## config.mk

```make
export PLATFORM = sky130hd
export DESIGN_NAME = fir_xifu_wb_flat
export DESIGN_NICKNAME = d
export VERILOG_FILES = /design/src/rtl/fir_xifu_pkg.sv /design/src/rtl/fir_xifu_wb_if.sv /design/src/rtl/fir_xifu_commit_tracker.sv /design/src/rtl/fir_xifu_wb.sv /design/src/flat_wrapper.sv
export SDC_FILE = /design/constraint.sdc
export NUM_CORES = 1
export LEC_CHECK = 0
export ABC_AREA = 1
export CELL_PAD_IN_SITES_DETAIL_PLACEMENT = 0
export CELL_PAD_IN_SITES_GLOBAL_PLACEMENT = 1
export CORE_MARGIN = 4
export CORE_UTILIZATION = 35
export CTS_CLUSTER_DIAMETER = 150
export DETAILED_ROUTE_END_ITERATION = 8
export DONT_BUFFER_PORTS = 1
export PLACE_DENSITY_LB_ADDON = 0.1
export SLEW_MARGIN = 20
export SYNTH_ARGS = -nofsm -noshare
export SYNTH_HDL_FRONTEND = slang
export SYNTH_SLANG_ARGS = --single-unit
export TNS_END_PERCENT = 5
```

## constraint.sdc

```tcl
create_clock -name clk_i -period 2.3 [get_ports clk_i]
set_input_delay 0.115 -clock clk_i [delete_from_list [all_inputs] [get_ports clk_i]]
set_output_delay 0.115 -clock clk_i [all_outputs]
set_load 0.005 [all_outputs]
```

## src/rtl/fir_xifu_pkg.sv

```systemverilog
// fir_xifu_pkg: shared types and constants for the FIR XIFU.
//   FIR_XIFU_NB_IDS / ID_W  : outstanding X-IF instruction IDs and ID width
//   fir_xifu_ex2wb_t        : EX -> WB instruction payload
//   fir_xifu_wb2regfile_t   : WB -> register file write port
//   fir_xifu_wb_state_t     : writeback FSM states
package fir_xifu_pkg;

    localparam int FIR_XIFU_NB_IDS = 4;
    localparam int ID_W            = $clog2(FIR_XIFU_NB_IDS);

    typedef struct packed {
        logic [ID_W-1:0] id;
        logic [4:0]      rd;
        logic [31:0]     result;
        logic            write_xrf;
        logic            write_gpr;
    } fir_xifu_ex2wb_t;

    typedef struct packed {
        logic        write;
        logic [4:0]  rd;
        logic [31:0] result;
    } fir_xifu_wb2regfile_t;

    typedef enum logic [1:0] {
        IDLE    = 2'd0,
        PENDING = 2'd1,
        RESP    = 2'd2
    } fir_xifu_wb_state_t;

endpackage

```

## src/rtl/fir_xifu_wb_if.sv

```systemverilog
// fir_xifu_wb_if: CV-X-IF commit and result channels seen by the WB stage.
//   commit_valid/commit_id/commit_kill : core -> WB commit strobe
//   result_valid/result_ready          : result handshake
//   result_id/result_rd/result_data/result_we : result payload (WB -> core)
// modport master: the WB stage (result producer); modport slave: the core.
interface fir_xifu_wb_if;
    import fir_xifu_pkg::*;

    logic            commit_valid;
    logic [ID_W-1:0] commit_id;
    logic            commit_kill;

    logic            result_valid;
    logic            result_ready;
    logic [ID_W-1:0] result_id;
    logic [4:0]      result_rd;
    logic [31:0]     result_data;
    logic            result_we;

    modport master (
        input  commit_valid, commit_id, commit_kill, result_ready,
        output result_valid, result_id, result_rd, result_data, result_we
    );

    modport slave (
        output commit_valid, commit_id, commit_kill, result_ready,
        input  result_valid, result_id, result_rd, result_data, result_we
    );

endinterface

```

## src/rtl/fir_xifu_commit_tracker.sv

```systemverilog
// fir_xifu_commit_tracker: per-ID commit/kill scoreboard.
//   clk_i, rst_ni          : clock, async active-low reset
//   commit_valid/id/kill   : X-IF commit strobe
//   entry_id               : ID of the instruction currently held in WB
//   retire                 : WB entry retires this cycle (clears its bits)
//   entry_committed/killed : status of entry_id, including a same-cycle commit
module fir_xifu_commit_tracker
    import fir_xifu_pkg::*;
#(
    parameter int NB_IDS = FIR_XIFU_NB_IDS
) (
    input  logic            clk_i,
    input  logic            rst_ni,
    input  logic            commit_valid,
    input  logic [ID_W-1:0] commit_id,
    input  logic            commit_kill,
    input  logic [ID_W-1:0] entry_id,
    input  logic            retire,
    output logic            entry_committed,
    output logic            entry_killed
);

    logic [NB_IDS-1:0] committed_q;
    logic [NB_IDS-1:0] killed_q;
    logic              fwd_hit;

    // Retire clear has priority over a commit landing on the same id.
    always_ff @(posedge clk_i or negedge rst_ni) begin
        if (!rst_ni) begin
            committed_q <= '0;
            killed_q    <= '0;
        end else begin
            for (int i = 0; i < NB_IDS; i++) begin
                if (retire && (entry_id == ID_W'(i))) begin
                    committed_q[i] <= 1'b0;
                    killed_q[i]    <= 1'b0;
                end else if (commit_valid && (commit_id == ID_W'(i))) begin
                    committed_q[i] <= 1'b1;
                    killed_q[i]    <= commit_kill;
                end
            end
        end
    end

    // Forward a commit arriving this cycle so the entry can retire without
    // waiting for the bitmap to update.
    assign fwd_hit         = commit_valid && (commit_id == entry_id);
    assign entry_committed = committed_q[entry_id] | fwd_hit;
    assign entry_killed    = killed_q[entry_id] | (fwd_hit & commit_kill);

endmodule

```

## src/rtl/fir_xifu_wb.sv

```systemverilog
// fir_xifu_wb: writeback stage of the FIR XIFU.
// Holds one EX instruction, waits for its X-IF commit/kill, returns one
// result per committed instruction and pulses the register-file write port
// on retirement.
//   clk_i, rst_ni  : clock, async active-low reset
//   ex_valid_i/ex_ready_o/ex2wb_i : EX -> WB handshake and payload
//   xif            : X-IF commit input and result output channel
//   wb2regfile_o   : single register-file write port
module fir_xifu_wb
    import fir_xifu_pkg::*;
#(
    parameter int NB_IDS = FIR_XIFU_NB_IDS
) (
    input  logic                 clk_i,
    input  logic                 rst_ni,
    input  logic                 ex_valid_i,
    output logic                 ex_ready_o,
    input  fir_xifu_ex2wb_t      ex2wb_i,
    fir_xifu_wb_if.master        xif,
    output fir_xifu_wb2regfile_t wb2regfile_o
);

    fir_xifu_wb_state_t state_q, state_d;
    fir_xifu_ex2wb_t    entry_q;

    logic entry_committed;
    logic entry_killed;
    logic retire;
    logic drop;
    logic result_valid;
    logic capture;

    fir_xifu_commit_tracker #(
        .NB_IDS(NB_IDS)
    ) u_tracker (
        .clk_i           (clk_i),
        .rst_ni          (rst_ni),
        .commit_valid    (xif.commit_valid),
        .commit_id       (xif.commit_id),
        .commit_kill     (xif.commit_kill),
        .entry_id        (entry_q.id),
        .retire          (retire),
        .entry_committed (entry_committed),
        .entry_killed    (entry_killed)
    );

    always_ff @(posedge clk_i or negedge rst_ni) begin
        if (!rst_ni) state_q <= IDLE;
        else         state_q <= state_d;
    end

    always_comb begin
        state_d = state_q;
        case (state_q)
            IDLE:    if (ex_valid_i) state_d = PENDING;
            PENDING: if (entry_committed && !entry_killed && !xif.result_ready)
                         state_d = RESP;
            RESP:    ;
            default: state_d = IDLE;
        endcase
        // A retiring entry frees the slot for the instruction captured now.
        if (retire) state_d = ex_valid_i ? PENDING : IDLE;
    end

    always_comb begin
        result_valid = 1'b0;
        retire       = 1'b0;
        drop         = 1'b0;
        case (state_q)
            PENDING: begin
                if (entry_committed) begin
                    if (entry_killed) begin
                        retire = 1'b1;
                        drop   = 1'b1;
                    end else begin
                        result_valid = 1'b1;
                        retire       = xif.result_ready;
                    end
                end
            end
            RESP: begin
                result_valid = 1'b1;
                retire       = xif.result_ready;
            end
            default: ;
        endcase
        ex_ready_o          = (state_q == IDLE) | retire;
        capture             = ex_valid_i & ex_ready_o;
        wb2regfile_o.write  = retire & entry_q.write_xrf & ~drop;
        wb2regfile_o.rd     = entry_q.rd;
        wb2regfile_o.result = entry_q.result;
    end

    always_ff @(posedge clk_i or negedge rst_ni) begin
        if (!rst_ni)      entry_q <= '0;
        else if (capture) entry_q <= ex2wb_i;
    end

    assign xif.result_valid = result_valid;
    assign xif.result_id    = entry_q.id;
    assign xif.result_rd    = entry_q.rd;
    assign xif.result_data  = entry_q.result;
    assign xif.result_we    = entry_q.write_gpr;

endmodule

```

## src/flat_wrapper.sv

```systemverilog
// flat-port wrapper written by rule: the top's interface ports become plain ports
module fir_xifu_wb_flat import fir_xifu_pkg::*;
#(
    parameter int NB_IDS = FIR_XIFU_NB_IDS
)
  (clk_i, rst_ni, ex_valid_i, ex_ready_o, ex2wb_i, wb2regfile_o, xif_commit_valid, xif_commit_id, xif_commit_kill, xif_result_ready, xif_result_valid, xif_result_id, xif_result_rd, xif_result_data, xif_result_we);
  fir_xifu_wb_if xif_i ();
  input  logic clk_i;
  input  logic rst_ni;
  input  logic ex_valid_i;
  output logic ex_ready_o;
  input  fir_xifu_ex2wb_t ex2wb_i;
  output fir_xifu_wb2regfile_t wb2regfile_o;
  input wire logic [$bits(xif_i.commit_valid)-1:0] xif_commit_valid;
  input wire logic [$bits(xif_i.commit_id)-1:0] xif_commit_id;
  input wire logic [$bits(xif_i.commit_kill)-1:0] xif_commit_kill;
  input wire logic [$bits(xif_i.result_ready)-1:0] xif_result_ready;
  output wire logic [$bits(xif_i.result_valid)-1:0] xif_result_valid;
  output wire logic [$bits(xif_i.result_id)-1:0] xif_result_id;
  output wire logic [$bits(xif_i.result_rd)-1:0] xif_result_rd;
  output wire logic [$bits(xif_i.result_data)-1:0] xif_result_data;
  output wire logic [$bits(xif_i.result_we)-1:0] xif_result_we;
  assign xif_i.commit_valid = xif_commit_valid;
  assign xif_i.commit_id = xif_commit_id;
  assign xif_i.commit_kill = xif_commit_kill;
  assign xif_i.result_ready = xif_result_ready;
  assign xif_result_valid = xif_i.result_valid;
  assign xif_result_id = xif_i.result_id;
  assign xif_result_rd = xif_i.result_rd;
  assign xif_result_data = xif_i.result_data;
  assign xif_result_we = xif_i.result_we;
  fir_xifu_wb #(.NB_IDS(NB_IDS)) u_core (.clk_i(clk_i), .rst_ni(rst_ni), .ex_valid_i(ex_valid_i), .ex_ready_o(ex_ready_o), .ex2wb_i(ex2wb_i), .xif(xif_i), .wb2regfile_o(wb2regfile_o));
endmodule
```

# Yosys cells after proc, flatten, opt, wreduce, memory -nomap -nowiden
# Cells that the tools add are included.
# word_totals
ff_bits	51
input_bits	49
out_inout_bits	80
wordCells	90
# op_classes
n_lt_le_gt_ge	1
n_eq_ne	12
n_mux	34
n_bitwise	8
n_reduce_logical	21
# ops
op	count
2-to-1 mux 1 bit	26
logical AND 1 bit	11
== test 2 bit (second input constant)	5
nonzero test 2 bit	4
== test 2 x 1 -> 1 bit (second input constant)	3
zero test 2 bit	3
2-to-1 mux 2 bit	3
one-hot mux 2 bit (3 select lines)	1
bitwise AND 1 bit	4
binary-select mux 1 bit (select 2 bit)	2
one-hot mux 1 bit (2 select lines)	2
< comparator 2 x 3 -> 1 bit (second input constant)	1
inequality test 3 x 2 -> 1 bit (second input constant)	1
inequality test 3 bit (second input constant)	1
bitwise OR 1 bit	3
AND reduction 3 bit	1
== test 2 bit	1
zero test 1 bit	2
inequality test 2 bit (second input constant)	1
inverter 1 bit	1

# Depth between registers and ports, before layout
# logic_depth
ltp_word	10
ltp_mapped	15
mapped_depth_nobuf	13

# Cells and area by module
# A second synthesis with hierarchy kept.
# hier_totals
cells_unflattened	359
area_unflattened_um2	2999.1
# by_module_without_submodules
mod	instances	cells_per_inst	area_each_um2	seq_area_each_um2
fir_xifu_wb	1	291	2519.9	1076.0
fir_xifu_commit_tracker	1	68	479.2	200.2

# Worst setup path after synthesis
# Ideal clock, no wire load.
# synth_timing
path_type	register -> register
start	reg u_core.entry_q (netlist bit u_core.xif.result_id[1])
end	reg u_core.entry_q (netlist bit u_core.xif.result_id[0])
setup_ns	0.117
arrival_ns	1.568
setup_slack_ns	0.615
stages_incl_launch_ff	15
path_buffers	2
synth_period_minus_slack_ns	1.685
cell_sequence	dfrtp_1 buf_2 inv_1 nand2_1 nand2_1 nand3_1 nand2_2 nand2_2 a21boi_4 nand2_4 nand2_4 nand2_4 buf_6 nand2_1 nand2_1
# synth_between
elab_chain_cells	9
elab_cells_between_ends	14
classes_between	1 x eq/ne; 7 x mux; 5 x bitwise; 1 x reduce/logical
# synth_rtl
element	line	text
from (decl)	fir_xifu_wb.sv:24	fir_xifu_ex2wb_t entry_q;
from (signal assigned)	fir_xifu_wb.sv:96	else if (capture) entry_q <= ex2wb_i;
== test 2 bit	fir_xifu_commit_tracker.sv:47	assign fwd_hit = commit_valid && (commit_id == entry_id);
logical AND 1 bit	fir_xifu_commit_tracker.sv:47	
bitwise AND 1 bit	fir_xifu_commit_tracker.sv:49	assign entry_killed = killed_q[entry_id] | (fwd_hit & commit_kill);
bitwise OR 1 bit	fir_xifu_commit_tracker.sv:49	
2-to-1 mux 1 bit	fir_xifu_wb.sv:72	if (entry_killed) begin
2-to-1 mux 1 bit (*)	fir_xifu_wb.sv:71	if (entry_committed) begin
one-hot mux 1 bit (2 select lines) (*)	fir_xifu_wb.sv:69	case (state_q)
bitwise OR 1 bit (*)	fir_xifu_wb.sv:87	ex_ready_o = (state_q == IDLE) | retire;
bitwise AND 1 bit (*)	fir_xifu_wb.sv:88	capture = ex_valid_i & ex_ready_o;
# Mark *: on every way between the ends. The rest lies on a longest branch, timed or not. The select of a mux whose other input is x is not followed.
# A chain may end at the register's enable or synchronous reset.

# Worst setup path after layout
# layout_timing
start	reg u_core.entry_q (netlist bit u_core.xif.result_id[0])
end	out ex_ready_o
# layout_between
elab_chain_cells	8
elab_cells_between_ends	13
classes_between	1 x eq/ne; 7 x mux; 4 x bitwise; 1 x reduce/logical
# layout_rtl
element	line	text
== test 2 bit	fir_xifu_commit_tracker.sv:47	
logical AND 1 bit	fir_xifu_commit_tracker.sv:47	
bitwise AND 1 bit	fir_xifu_commit_tracker.sv:49	
bitwise OR 1 bit	fir_xifu_commit_tracker.sv:49	
2-to-1 mux 1 bit	fir_xifu_wb.sv:72	
2-to-1 mux 1 bit (*)	fir_xifu_wb.sv:71	
one-hot mux 1 bit (2 select lines) (*)	fir_xifu_wb.sv:69	
bitwise OR 1 bit (*)	fir_xifu_wb.sv:87	
to (decl)	flat_wrapper.sv:11	output logic ex_ready_o;
# Marked as above.

==> flow_metrics.tcl <==
set metrics [dict create \
    route.final.wire_length_microns 6410 \
    ys_warn_count 0 \
    multi_input_comb_area_sq_um 950 \
    first_iteration_detailed_routing_drc_count 68 \
    report.final.slew_viol_count 0 \
    slew-limit-headroom_pct 70.6 \
    antenna_found_initial 0 \
    synthFlopType "dfrtp_1" \
    ant_nets 0 \
    nNetsFinal 390 \
    p_clk_share_pct 14.2 \
    critPathTopFamily "simple AND/OR/NAND/NOR gates" \
    pin_count 129 \
    share_of_yosys_cell_area_claimed_by_the_top_area_cell_type_pct 42.6 \
    drt_drc_violations_left 0 \
    synthesis.area_sq_mm 0.00300 \
    crit_chain "nor2_1 > nand2_1 > nand2_1 > nor2_1 > nand2_1 > nand3_2 > nand2_1 > nand2_4 > nand2_4 > buf_4" \
    first_pass_grt_wire_length_microns 10400 \
    setup_repair_after_global_routing_missed_its_margin "false" \
    whs_ps 35.3 \
    ctsHtreeMaxLevel 2 \
    worst_path_slowest_cell "dfrtp_2" \
    floorplan.initialDensity_pct 36.3 \
    synth_area_leader_cell "dfrtp_1" \
    drt_pass1_iterations 4 \
    cts.sink_count 51 \
    count_of_inserted_antenna_diode_cells 0 \
    worst_skew_pair.late_latency_ps 300 \
    clk_transition_reported_paths_ps 100 \
    switching_share_pct 44.8 \
    routed_via_density 4.54 \
    design.core.area_sq_mm 0.00826 \
    synth_top_cells_by_area "dfrtp_1, buf_4, nand2_1" \
    comb_pwr_share_pct 36.5 \
    hpwl_microns 4290 \
    seq_area_frac_synth_pct 42.6 \
    hold_class "primary input to flop" \
    max_clock_freq_mhz 481 \
    timing.final.setup_violations 0 \
    placement_rows 33 \
    synthCells 373 \
    total_net_switching_power_mw 1.64 \
    grt_pass1_vias 2028 \
    vias 2007 \
    leakage_nw 1.57 \
    r2r_cells 12 \
    cts.path.max_buffers 2 \
    crit_arrival_ps 1960 \
    clock-root-buffer "clkbuf_8" \
    vdd.ir_drop.worst_v 0.000391 \
    critical_path_stages 10 \
    yosysMostFrequentCell "nand2_1" \
    cts_buffers 5 \
    max-cap-violations 0 \
    timing.clock.skew_ps 7.59 \
    critical-path-top-cell-by-count "nand2_1" \
    timing.rr.end "u_core.xif.result_data[24]" \
    buffer_ports.inserted 0 \
    detail_route.wl_per_cell_microns 14.5 \
    fin_crit_ps 2080 \
    routability_congestion_estimate_from_global_placement 0.709 \
    asr_flop_ratio_synth_pct 100 \
    power.share.sequential_pct 49.3 \
    yosys-top-cells-count "nand2_1, buf_4, dfrtp_1, nand3_1, inv_1" \
    cpPeakStageDelay_ps 500 \
    crit_path_end_kind "output pin" \
    synth_cell_types 19 \
    fin_tns_setup_ps 0 \
    synth-edff-count 0 \
    die_height_microns 101 \
    r2r_path_start "u_core.xif.result_id[0]" \
    synth_fp_nets 427 \
    crit_start "u_core.xif.result_id[0]" \
    avgSynthCellArea_sq_um 8.04 \
    critical_path.endpoint "ex_ready_o" \
    grt_util_all_layers_pct 12.9 \
    run_status "finished, final reports clean" \
    powerDensity_mw_per_mm2 1210 \
    internal_power_contribution_mw 2.02 \
    critical_path_class "flop to output pin" \
    floorplan.die.width_microns 101 \
    filler_cell_count 885 \
    grt_overflow_total 0 \
    regArea_sq_mm 0.00128 \
    layout_worst_path_cycle_share_pct 90.4 \
    report.final.hold_viol_count 0 \
    setup.worst_path.start_class "flop" \
    drive_gt1_share_pct 6.53 \
    postSynthRegisterBits 51 \
    area.growth.synth_to_final_pct 1.13 \
    dpl_worst_slack_ps 199 \
    final_worst_setup_slack_ps 220 \
    overall_die_area_sq_mm 0.0101 \
    clock_tree_from_tritoncts "built" \
    hold_depth 4 \
    worstPathMaxFanout 23 \
    tightest_slew_ps 441 \
    maximum_number_of_pins_on_one_net_before_global_route_repair 52 \
    critical_path_buf_inv_count 1 \
    data_required_time_at_the_worst_endpoint_ps 2180 \
    r2r_slack_ps 330 \
]
## metal layers
layer	share of wire [%]	routed length, microns	vias up	GRT usage [%]
met5	0	0	-	0
met4	0.56	36	0	3.42
met3	6.2	399	2	3.39
met2	48	3070	51	20.4
met1	45	2910	952	17.5
li1	-	-	1002	-
## worst min path at each step
stage	startpoint	to	slack [ps]
floorplan	rst_ni	u_core.entry_q[1]	-180
global placement	rst_ni	u_core.xif.result_rd[0]	-180
detailed placement	rst_ni	u_core.xif.result_rd[0]	-180
CTS	xif_commit_kill	u_core.u_tracker.killed_q[2]	30
global route	xif_commit_kill	u_core.u_tracker.killed_q[2]	40
finish	xif_commit_kill	u_core.u_tracker.killed_q[0]	40
## timing repair
item | CTS | global route
endpoints found under the hold margin | 92 | 0
resized for setup | 0 | 2
hold buffers | 44 | 0
setup buffers | 0 | 0
endpoints found under the setup margin | 0 | 11
## cell usage in the layout, fill, tap and decap left out, drive strengths merged
cell type	Yosys	layout
a21boi	2	2
a21oi	2	2
buf	86	4
clkbuf	4	5
clkinv	0	2
dfrtp	51	51
dlygate4sd3	0	42
ha	5	5
inv	27	28
nand2	122	122
nand3	52	52
nor2	8	8
nor3	4	4
o21ai	10	10
## cells by family after synthesis
logic type	share of synthesized area, %
compound gates	2.88
fa+ha+maj	2.09
simple gates	26.7
buf+inv	25.8
flops	42.6
## state kept, by name, summed over array words and instances, names as in the netlist
| name | count |
|---|---|
| u_core.xif.result_data | 32 |
| u_core.xif.result_rd | 5 |
| u_core.u_tracker.committed_q | 4 |
| u_core.u_tracker.killed_q | 4 |
| u_core.state_q | 2 |
| u_core.xif.result_id | 2 |
| u_core.entry_q | 1 |
| u_core.xif.result_we | 1 |
## stage by stage
step                      utilization [%]  instances  area, sq um  power, mW
after CTS                            36.7        442         3030       3.75
after detailed placement             30.0        390         2470       3.10
after global placement               30.0        390         2470       3.11
final                                36.7        442         3030       3.67
after global routing                 36.7        442         3030       4.06
after floorplan                         -        373         3000       3.68
## worst min-delay path, stage by stage
cell and delay, ps:
nand2_1 30, o21ai_0 70, nand2_1 50, inv_1 40
## cell type report
class	count	share of cell area, %
Clock inverter	3	0.619
Clock buffer	5	2.27
Tap cell	105	4.33
Timing Repair Buffer	46	15.9
Multi-Input combinational cell	205	31.3
Inverter	27	3.34
Sequential cell	51	42.2
## power groups by stage
stage | registers [mW] | clock network [mW] | logic [mW]
2_1_floorplan | 1.57 | 0 | 2.11
3_3_place_gp | 1.85 | 0 | 1.26
3_5_place_dp | 1.83 | 0 | 1.27
4_1_cts | 1.82 | 0.565 | 1.37
5_1_grt | 1.89 | 0.600 | 1.57
6_report | 1.81 | 0.520 | 1.34
(Power assumes the default switching activity.)
